`config.mk`:
```
export PLATFORM = sky130hd
export DESIGN_NAME = stereo_sample_scheduler_flat
export DESIGN_NICKNAME = d
export VERILOG_FILES = /design/src/rtl/serial_audio_pkg.sv /design/src/rtl/stereo_sample_scheduler_if.sv /design/src/rtl/sample_holding_reg.sv /design/src/rtl/stereo_sample_scheduler.sv /design/src/flat_wrapper.sv
export SDC_FILE = /design/constraint.sdc
export NUM_CORES = 1
export LEC_CHECK = 0
export ABC_AREA = 1
export CAP_MARGIN = 20
export CORE_ASPECT_RATIO = 0.8
export CORE_MARGIN = 4
export CORE_UTILIZATION = 25
export CTS_CLUSTER_SIZE = 12
export DETAILED_ROUTE_END_ITERATION = 8
export GPL_TIMING_DRIVEN = 0
export SLEW_MARGIN = 5
export SYNTH_ARGS = -nofsm -noshare
export SYNTH_HDL_FRONTEND = slang
export SYNTH_SLANG_ARGS = --single-unit
```
`constraint.sdc`:
```
create_clock -name sclk -period 3.3 [get_ports sclk]
set_input_delay 0.66 -clock sclk [delete_from_list [all_inputs] [get_ports sclk]]
set_output_delay 0.66 -clock sclk [all_outputs]
set_load 0.05 [all_outputs]
```
`src/rtl/serial_audio_pkg.sv`:
```
// Shared types for the serial audio sample path: scheduler FSM states and counter defaults.
package serial_audio_pkg;

    localparam int unsigned UNDERRUN_CNT_W = 16;

    typedef enum logic [1:0] {
        StIdle,
        StPrime,
        StSendL,
        StSendR
    } sched_state_e;

endpackage

```
`src/rtl/stereo_sample_scheduler_if.sv`:
```
// Handshake bundle between the two mono sources, the scheduler and the encoder sample input.
interface stereo_sample_scheduler_if #(
    parameter int unsigned data_width = 32
);

    logic                  l_valid;
    logic                  l_ready;
    logic [data_width-1:0] l_data;
    logic                  r_valid;
    logic                  r_ready;
    logic [data_width-1:0] r_data;
    logic                  o_valid;
    logic                  o_ready;
    logic                  o_is_left;
    logic [data_width-1:0] o_data;

    // Source/encoder side.
    modport master (
        output l_valid, l_data, r_valid, r_data, o_ready,
        input  l_ready, r_ready, o_valid, o_is_left, o_data
    );

    // Scheduler side.
    modport slave (
        input  l_valid, l_data, r_valid, r_data, o_ready,
        output l_ready, r_ready, o_valid, o_is_left, o_data
    );

endinterface

```
`src/rtl/sample_holding_reg.sv`:
```
// Single-entry sample holding register with full flag; flush wins over load, load over consume.
module sample_holding_reg #(
    parameter int unsigned data_width = 32
) (
    input  logic                  sclk,
    input  logic                  reset_n,
    input  logic                  load_i,
    input  logic [data_width-1:0] load_data_i,
    input  logic                  consume_i,
    input  logic                  flush_i,
    output logic                  full_o,
    output logic [data_width-1:0] data_o
);

    logic                  full_q;
    logic [data_width-1:0] data_q;

    always_ff @(posedge sclk or negedge reset_n) begin
        if (!reset_n) begin
            full_q <= 1'b0;
            data_q <= '0;
        end else if (flush_i) begin
            full_q <= 1'b0;
            data_q <= '0;
        end else if (load_i) begin
            full_q <= 1'b1;
            data_q <= load_data_i;
        end else if (consume_i) begin
            full_q <= 1'b0;
        end
    end

    assign full_o = full_q;
    assign data_o = data_q;

endmodule

```
`src/rtl/stereo_sample_scheduler.sv`:
```
// Left/right alternating sample scheduler with frame-aligned mute and saturating underrun counter.
// Optional build macro SILENCE_FILL_EN: offer zero samples for an empty due channel instead of stalling.
module stereo_sample_scheduler
    import serial_audio_pkg::*;
#(
    parameter int unsigned data_width         = 32,
    parameter int unsigned underrun_cnt_width = UNDERRUN_CNT_W
) (
    input  logic                          sclk,
    input  logic                          reset_n,
    input  logic                          enable,
    input  logic                          mute,
    stereo_sample_scheduler_if.slave      bus,
    input  logic                          i_underrun,
    output logic [underrun_cnt_width-1:0] underrun_count,
    output logic                          busy
);

`ifdef SILENCE_FILL_EN
    localparam bit FillEn = 1'b1;
`else
    localparam bit FillEn = 1'b0;
`endif

    localparam logic [underrun_cnt_width-1:0] CntOne = 1;

    sched_state_e state_q, state_d;
    logic         mute_q, mute_d;
    logic         drain_q, drain_d;
    logic         underrun_q;
    logic [underrun_cnt_width-1:0] cnt_q;

    logic                  l_full, r_full;
    logic [data_width-1:0] l_held, r_held;
    logic                  l_ready, r_ready;
    logic                  l_load, r_load;
    logic                  l_consume, r_consume;
    logic                  flush;
    logic                  stop;
    logic                  fill;
    logic                  o_valid;
    logic                  o_is_left;
    logic                  due_full;
    logic [data_width-1:0] due_data;

    // Once draining has begun, a re-asserted enable is ignored until IDLE.
    assign stop = ~enable | drain_q;

    assign l_ready = (state_q != StIdle) & ~l_full;
    assign r_ready = (state_q != StIdle) & ~r_full;
    assign l_load  = bus.l_valid & l_ready;
    assign r_load  = bus.r_valid & r_ready;

    sample_holding_reg #(
        .data_width (data_width)
    ) u_left_reg (
        .sclk        (sclk),
        .reset_n     (reset_n),
        .load_i      (l_load),
        .load_data_i (bus.l_data),
        .consume_i   (l_consume),
        .flush_i     (flush),
        .full_o      (l_full),
        .data_o      (l_held)
    );

    sample_holding_reg #(
        .data_width (data_width)
    ) u_right_reg (
        .sclk        (sclk),
        .reset_n     (reset_n),
        .load_i      (r_load),
        .load_data_i (bus.r_data),
        .consume_i   (r_consume),
        .flush_i     (flush),
        .full_o      (r_full),
        .data_o      (r_held)
    );

    always_comb begin
        state_d   = state_q;
        mute_d    = mute_q;
        l_consume = 1'b0;
        r_consume = 1'b0;
        flush     = 1'b0;
        fill      = 1'b0;
        o_valid   = 1'b0;
        o_is_left = 1'b0;

        unique case (state_q)
            StIdle: begin
                flush = 1'b1;
                if (enable) begin
                    state_d = StPrime;
                end
            end
            StPrime: begin
                if (!enable) begin
                    state_d = StIdle;
                end else if (l_full && r_full) begin
                    state_d = StSendL;
                    mute_d  = mute;
                end
            end
            StSendL: begin
                o_is_left = 1'b1;
                fill      = FillEn & ~l_full & bus.o_ready & ~stop;
                o_valid   = l_full | fill;
                if (stop && !l_full) begin
                    state_d = StIdle;
                end else if (o_valid && bus.o_ready) begin
                    l_consume = l_full;
                    // A stopping stream with nothing for the right slot ends here.
                    state_d   = (stop && !r_full) ? StIdle : StSendR;
                end
            end
            StSendR: begin
                fill    = FillEn & ~r_full & bus.o_ready & ~stop;
                o_valid = r_full | fill;
                if (stop && !r_full) begin
                    state_d = StIdle;
                end else if (o_valid && bus.o_ready) begin
                    r_consume = r_full;
                    mute_d    = mute;
                    state_d   = stop ? StIdle : StSendL;
                end
            end
            default: begin
                state_d = StIdle;
            end
        endcase

        drain_d = stop & ((state_d == StSendL) | (state_d == StSendR));
    end

    assign due_full = (state_q == StSendL) ? l_full : r_full;
    assign due_data = (state_q == StSendL) ? l_held : r_held;

    always_ff @(posedge sclk or negedge reset_n) begin
        if (!reset_n) begin
            state_q    <= StIdle;
            mute_q     <= 1'b0;
            drain_q    <= 1'b0;
            underrun_q <= 1'b0;
            cnt_q      <= '0;
        end else begin
            state_q    <= state_d;
            mute_q     <= mute_d;
            drain_q    <= drain_d;
            underrun_q <= i_underrun;
            if (i_underrun && !underrun_q && (cnt_q != '1)) begin
                cnt_q <= cnt_q + CntOne;
            end
        end
    end

    assign bus.l_ready  = l_ready;
    assign bus.r_ready  = r_ready;
    assign bus.o_valid  = o_valid;
    assign bus.o_is_left = o_is_left;
    // Zero whenever muted or when a silence sample stands in for an empty register.
    assign bus.o_data   = ((state_q == StSendL || state_q == StSendR) && due_full && !mute_q)
                          ? due_data : '0;
    assign underrun_count = cnt_q;
    assign busy           = (state_q != StIdle);

endmodule

```
`src/flat_wrapper.sv`:
```
// flat-port wrapper written by rule: the top's interface ports become plain ports
module stereo_sample_scheduler_flat import serial_audio_pkg::*;
#(
    parameter int unsigned data_width         = 32,
    parameter int unsigned underrun_cnt_width = UNDERRUN_CNT_W
)
  (sclk, reset_n, enable, mute, i_underrun, underrun_count, busy, bus_l_valid, bus_l_data, bus_r_valid, bus_r_data, bus_o_ready, bus_l_ready, bus_r_ready, bus_o_valid, bus_o_is_left, bus_o_data);
  stereo_sample_scheduler_if #(.data_width(data_width)) bus_i ();
  input  logic sclk;
  input  logic reset_n;
  input  logic enable;
  input  logic mute;
  input  logic i_underrun;
  output logic [underrun_cnt_width-1:0] underrun_count;
  output logic busy;
  input wire logic [$bits(bus_i.l_valid)-1:0] bus_l_valid;
  input wire logic [$bits(bus_i.l_data)-1:0] bus_l_data;
  input wire logic [$bits(bus_i.r_valid)-1:0] bus_r_valid;
  input wire logic [$bits(bus_i.r_data)-1:0] bus_r_data;
  input wire logic [$bits(bus_i.o_ready)-1:0] bus_o_ready;
  output wire logic [$bits(bus_i.l_ready)-1:0] bus_l_ready;
  output wire logic [$bits(bus_i.r_ready)-1:0] bus_r_ready;
  output wire logic [$bits(bus_i.o_valid)-1:0] bus_o_valid;
  output wire logic [$bits(bus_i.o_is_left)-1:0] bus_o_is_left;
  output wire logic [$bits(bus_i.o_data)-1:0] bus_o_data;
  assign bus_i.l_valid = bus_l_valid;
  assign bus_i.l_data = bus_l_data;
  assign bus_i.r_valid = bus_r_valid;
  assign bus_i.r_data = bus_r_data;
  assign bus_i.o_ready = bus_o_ready;
  assign bus_l_ready = bus_i.l_ready;
  assign bus_r_ready = bus_i.r_ready;
  assign bus_o_valid = bus_i.o_valid;
  assign bus_o_is_left = bus_i.o_is_left;
  assign bus_o_data = bus_i.o_data;
  stereo_sample_scheduler #(.data_width(data_width), .underrun_cnt_width(underrun_cnt_width)) u_core (.sclk(sclk), .reset_n(reset_n), .enable(enable), .mute(mute), .bus(bus_i), .i_underrun(i_underrun), .underrun_count(underrun_count), .busy(busy));
endmodule
```
==> summary.md, run 1 <==
| Metric | Value |
|---|---|
| Synth top area share | `0.488` |
| Core area | `0.0174 mm2` |
| Netlist cell types | `25` |
| Layout cell share with drive strength beyond 1 | `0.0775` |
| Syn_area_per_cell | `7.65 um2` |
| Gr ovfl total | `0` |
| Antenna diodes | `0` |
| Max FO, Critical Path | `10` |
| Commonest cells in the netlist | `nand2_1 (205), nand3_1 (136), dfrtp_1 (87), a21oi_1 (32), nor2_1 (20)` |
| Post-detail-place hpwl | `10.6 mm` |
| Htree depth | `3` |
| Cell with the most instances after synthesis | `nand2_1` |
| Final min period | `3150 ps` |
| Worst-margin pin slew | `537 ps` |
| Die width | `157 um` |
| CTS root buf | `clkbuf_16` |
| Global-route wire length before repair | `22.1 mm` |
| Startpoint Class | `register` |
| Power density over the cells | `625 mW/mm2` |
| WP data required | `2640 ps` |
| Vias in the first global route | `4188` |
| RSZ-0062 raised after global routing | `no` |
| CP peak stage delay | `580 ps` |
| Post-DR vias/cell | `4.57` |
| Tcrit/Tclk final | `0.953` |
| Die area | `0.0201 mm2` |
| # fillers | `1874` |
| Placed insts | `932` |
| Final #Nets | `791` |
| WP data arrival | `2490 ps` |
| Vias | `4336` |
| PortBufs | `122` |
| Fin cells | `948` |
| Routed length per instance | `14.8 um` |
| Kind of critical path | `reg -> out` |
| Largest net degree at the start of global routing | `59` |
| Max Freq | `318 MHz` |
| R2r endpoint | `u_core.underrun_count[4]` |
| Clock skew | `4.97 ps` |
| Latest clock arrival within the worst-skew pair | `340 ps` |
| GRT Overall Usage | `0.141` |
| Post-synth EDFFs | `0` |
| Die Y-Extent | `128 um` |
| Hold Crit Class | `in -> async` |
| Sink Count | `87` |
| Status | `complete, no violations` |
| Top cell type by total area after synthesis | `dfrtp_1` |
| Peak supply drop | `0.000390 V` |
| Final Total Pwr | `3.95 mW` |
| TritonCTS clock tree | `yes` |
| Crit path cell chain | `inv_2 -> nand2_4 -> inv_2 -> nand2_2 -> o21ai_2 -> nand2_2 -> buf_6 -> a21oi_1 -> dlygate4sd2_1` |
| R2R depth | `8` |
| Pins Over Slew Limit | `0` |
| I/O pin total | `125` |
| Seq/Total Area, Yosys | `0.488` |
| Initial antenna violation count | `0` |
| Initial core utilization | `0.256` |
| Main synth FF type | `dfrtp_1` |
| Detailed Route WL | `14.0 mm` |
| Static Leakage | `3.06 nW` |
| Worst reg2reg startpoint | `u_core.underrun_count[0]` |
| Max_cap viols | `0` |
| Synth warn | `0` |
| Clock transition at the registers of the reported paths | `60 ps` |
| Final hold vios | `0` |
| Clk buf depth | `2` |
| Synth Net Count | `657` |
| Reg2reg setup slack | `1600 ps` |
| Top post-synthesis cells by area | `dfrtp_1 (49%), nand2_1 (17%), nand3_1 (15%), a21oi_1 (3.6%), buf_2 (1.7%)` |
| Clock buffers created by TritonCTS | `9` |
| Drt first-iter violations | `275` |
| Final setup vio count | `0` |
| Mapped Area | `0.00447 mm2` |
| Residual DRC | `0` |
| Gate count of the mapped netlist | `584` |
| Gpl congestion | `0.822` |
| Max transition margin | `0.641` |
| Drt pass-1 iters | `5` |
| Worst hold slack | `250 ps` |
| Routed Antenna Nets | `0` |
| Fraction of registers with async set/reset | `1.00` |
| Synth Register Bits | `87` |
| Setup crit end kind | `output port` |
| Fin area | `0.00631 mm2` |
| Placed Instance Area | `0.00599 mm2` |
| Area added between synthesis and finish | `41.4%` |
| FP Rows | `43` |
| Crit-path slowest cell | `dlygate4sd2_1` |
==> worst max-delay path, delay by kind of cell (launching register included) <==
kind / cells / cell delay (ps)
buffers and inverters: 4 / 1010
AO/OA/AOI/OAI: 2 / 340
AND/OR/NAND/NOR: 3 / 320
flip-flops: 1 / 450
==> kinds of logic (layout without fill, tap and decap cells) <==
kind of cell,Yosys count,in the layout,synth area share
flops,87,87,0.488
fa+ha+maj,1,1,0.00280
simple gates,380,380,0.373
xor+xnor,8,8,0.0157
compound gates,48,48,0.0566
buf+inv,60,199,0.0639
==> state kept, by name (all words and copies together) (netlist names) <==
| signal | count |
|---|---|
| u_core.u_left_reg.data_o | 32 |
| u_core.u_right_reg.data_o | 32 |
| u_core.underrun_count | 16 |
| u_core.state_q | 2 |
| u_core.drain_q | 1 |
| u_core.mute_q | 1 |
| u_core.u_left_reg.full_o | 1 |
| u_core.u_right_reg.full_o | 1 |
| u_core.underrun_q | 1 |
==> timing repair <==
item                       CTS  global route
resized for setup           28             3
hold buffers                 0             0
setup buffers                0             0
pin swaps                    0             0
setup endpoints to repair   28             3
==> cells in the final DEF (no fill, tap or decap) <==
master             n
xnor2_1            4
clkbuf_8           1
nand2_1          205
nand2_4            1
nand3_1          136
buf_4              2
buf_2             15
a31oi_1            2
dfrtp_1           87
clkbuf_1          19
buf_6              5
nand2_2            6
clkbuf_16          9
xor2_1             4
inv_2              2
dlymetal6s2s_1     3
dlygate4sd2_1     28
nor2_4             3
inv_6              1
nand4_1            5
o211ai_1           1
a21oi_1           32
clkinv_2           1
nand3_2            1
bufinv_16          3
o21ai_0           11
nor2_2             3
o21ai_2            2
inv_1             18
buf_1              1
buf_16             1
clkdlybuf4s50_1   90
nor2_1            20
ha_1               1
==> how the worst max path moves through the flow <==
stage,start,endpoint,slack [ps],cells past startpoint
floorplan,u_core.state_q[1],bus_o_data[10],450,6
finish,u_core.state_q[0],bus_o_data[29],150,9
CTS,u_core.state_q[0],bus_o_data[13],3,9
global route,u_core.state_q[0],bus_o_data[21],0.4,7
detailed placement,u_core.state_q[0],bus_o_data[29],250,9
global placement,reset_n,u_core.u_left_reg.data_o[7],-1870,1
==> metal layers <==
| layer | GRT usage | vias up | wire [um] |
|---|---|---|---|
| met5 | 0 | - | 0 |
| met4 | 0.0349 | 0 | 147 |
| met3 | 0.0373 | 8 | 948 |
| met2 | 0.197 | 122 | 5800 |
| met1 | 0.215 | 2025 | 7150 |
| li1 | - | 2181 | - |
==> final cells by class <==
type	count	area, um2	area share
Buffer	40	210	0.0333
Clock buffer	11	243	0.0385
Clock inverter	5	104	0.0165
Inverter	20	75.1	0.0119
Multi-Input combinational cell	437	2000	0.317
Sequential cell	87	2180	0.345
Tap cell	225	282	0.0446
Timing Repair Buffer	123	1220	0.193
==> metrics by stage <==
step	TNS [ps]	setup WS (ps)	utilization
2_1_floorplan	0	455	-
3_3_place_gp	-162070	-1870	0.342
3_5_place_dp	0	251	0.344
4_1_cts	0	2.88	0.362
5_1_grt	0	0.385	0.362
6_report	0	154	0.362
==> report_power, final <==
part	internal, mW	switching, mW
clock	0.763	0.431
combinational	0.422	0.818
sequential	1.34	0.178
(Power assumes the default switching activity.)
==> run 2: changes to the inputs <==
--- a/config.mk
+++ b/config.mk
@@ -13,7 +13,6 @@
 export CTS_CLUSTER_SIZE = 12
 export DETAILED_ROUTE_END_ITERATION = 8
 export GPL_TIMING_DRIVEN = 0
-export SLEW_MARGIN = 5
 export SYNTH_ARGS = -nofsm -noshare
 export SYNTH_HDL_FRONTEND = slang
 export SYNTH_SLANG_ARGS = --single-unit
==> results of run 2 <==
The final DEF is identical to that of run 1; final timing and power are the same.
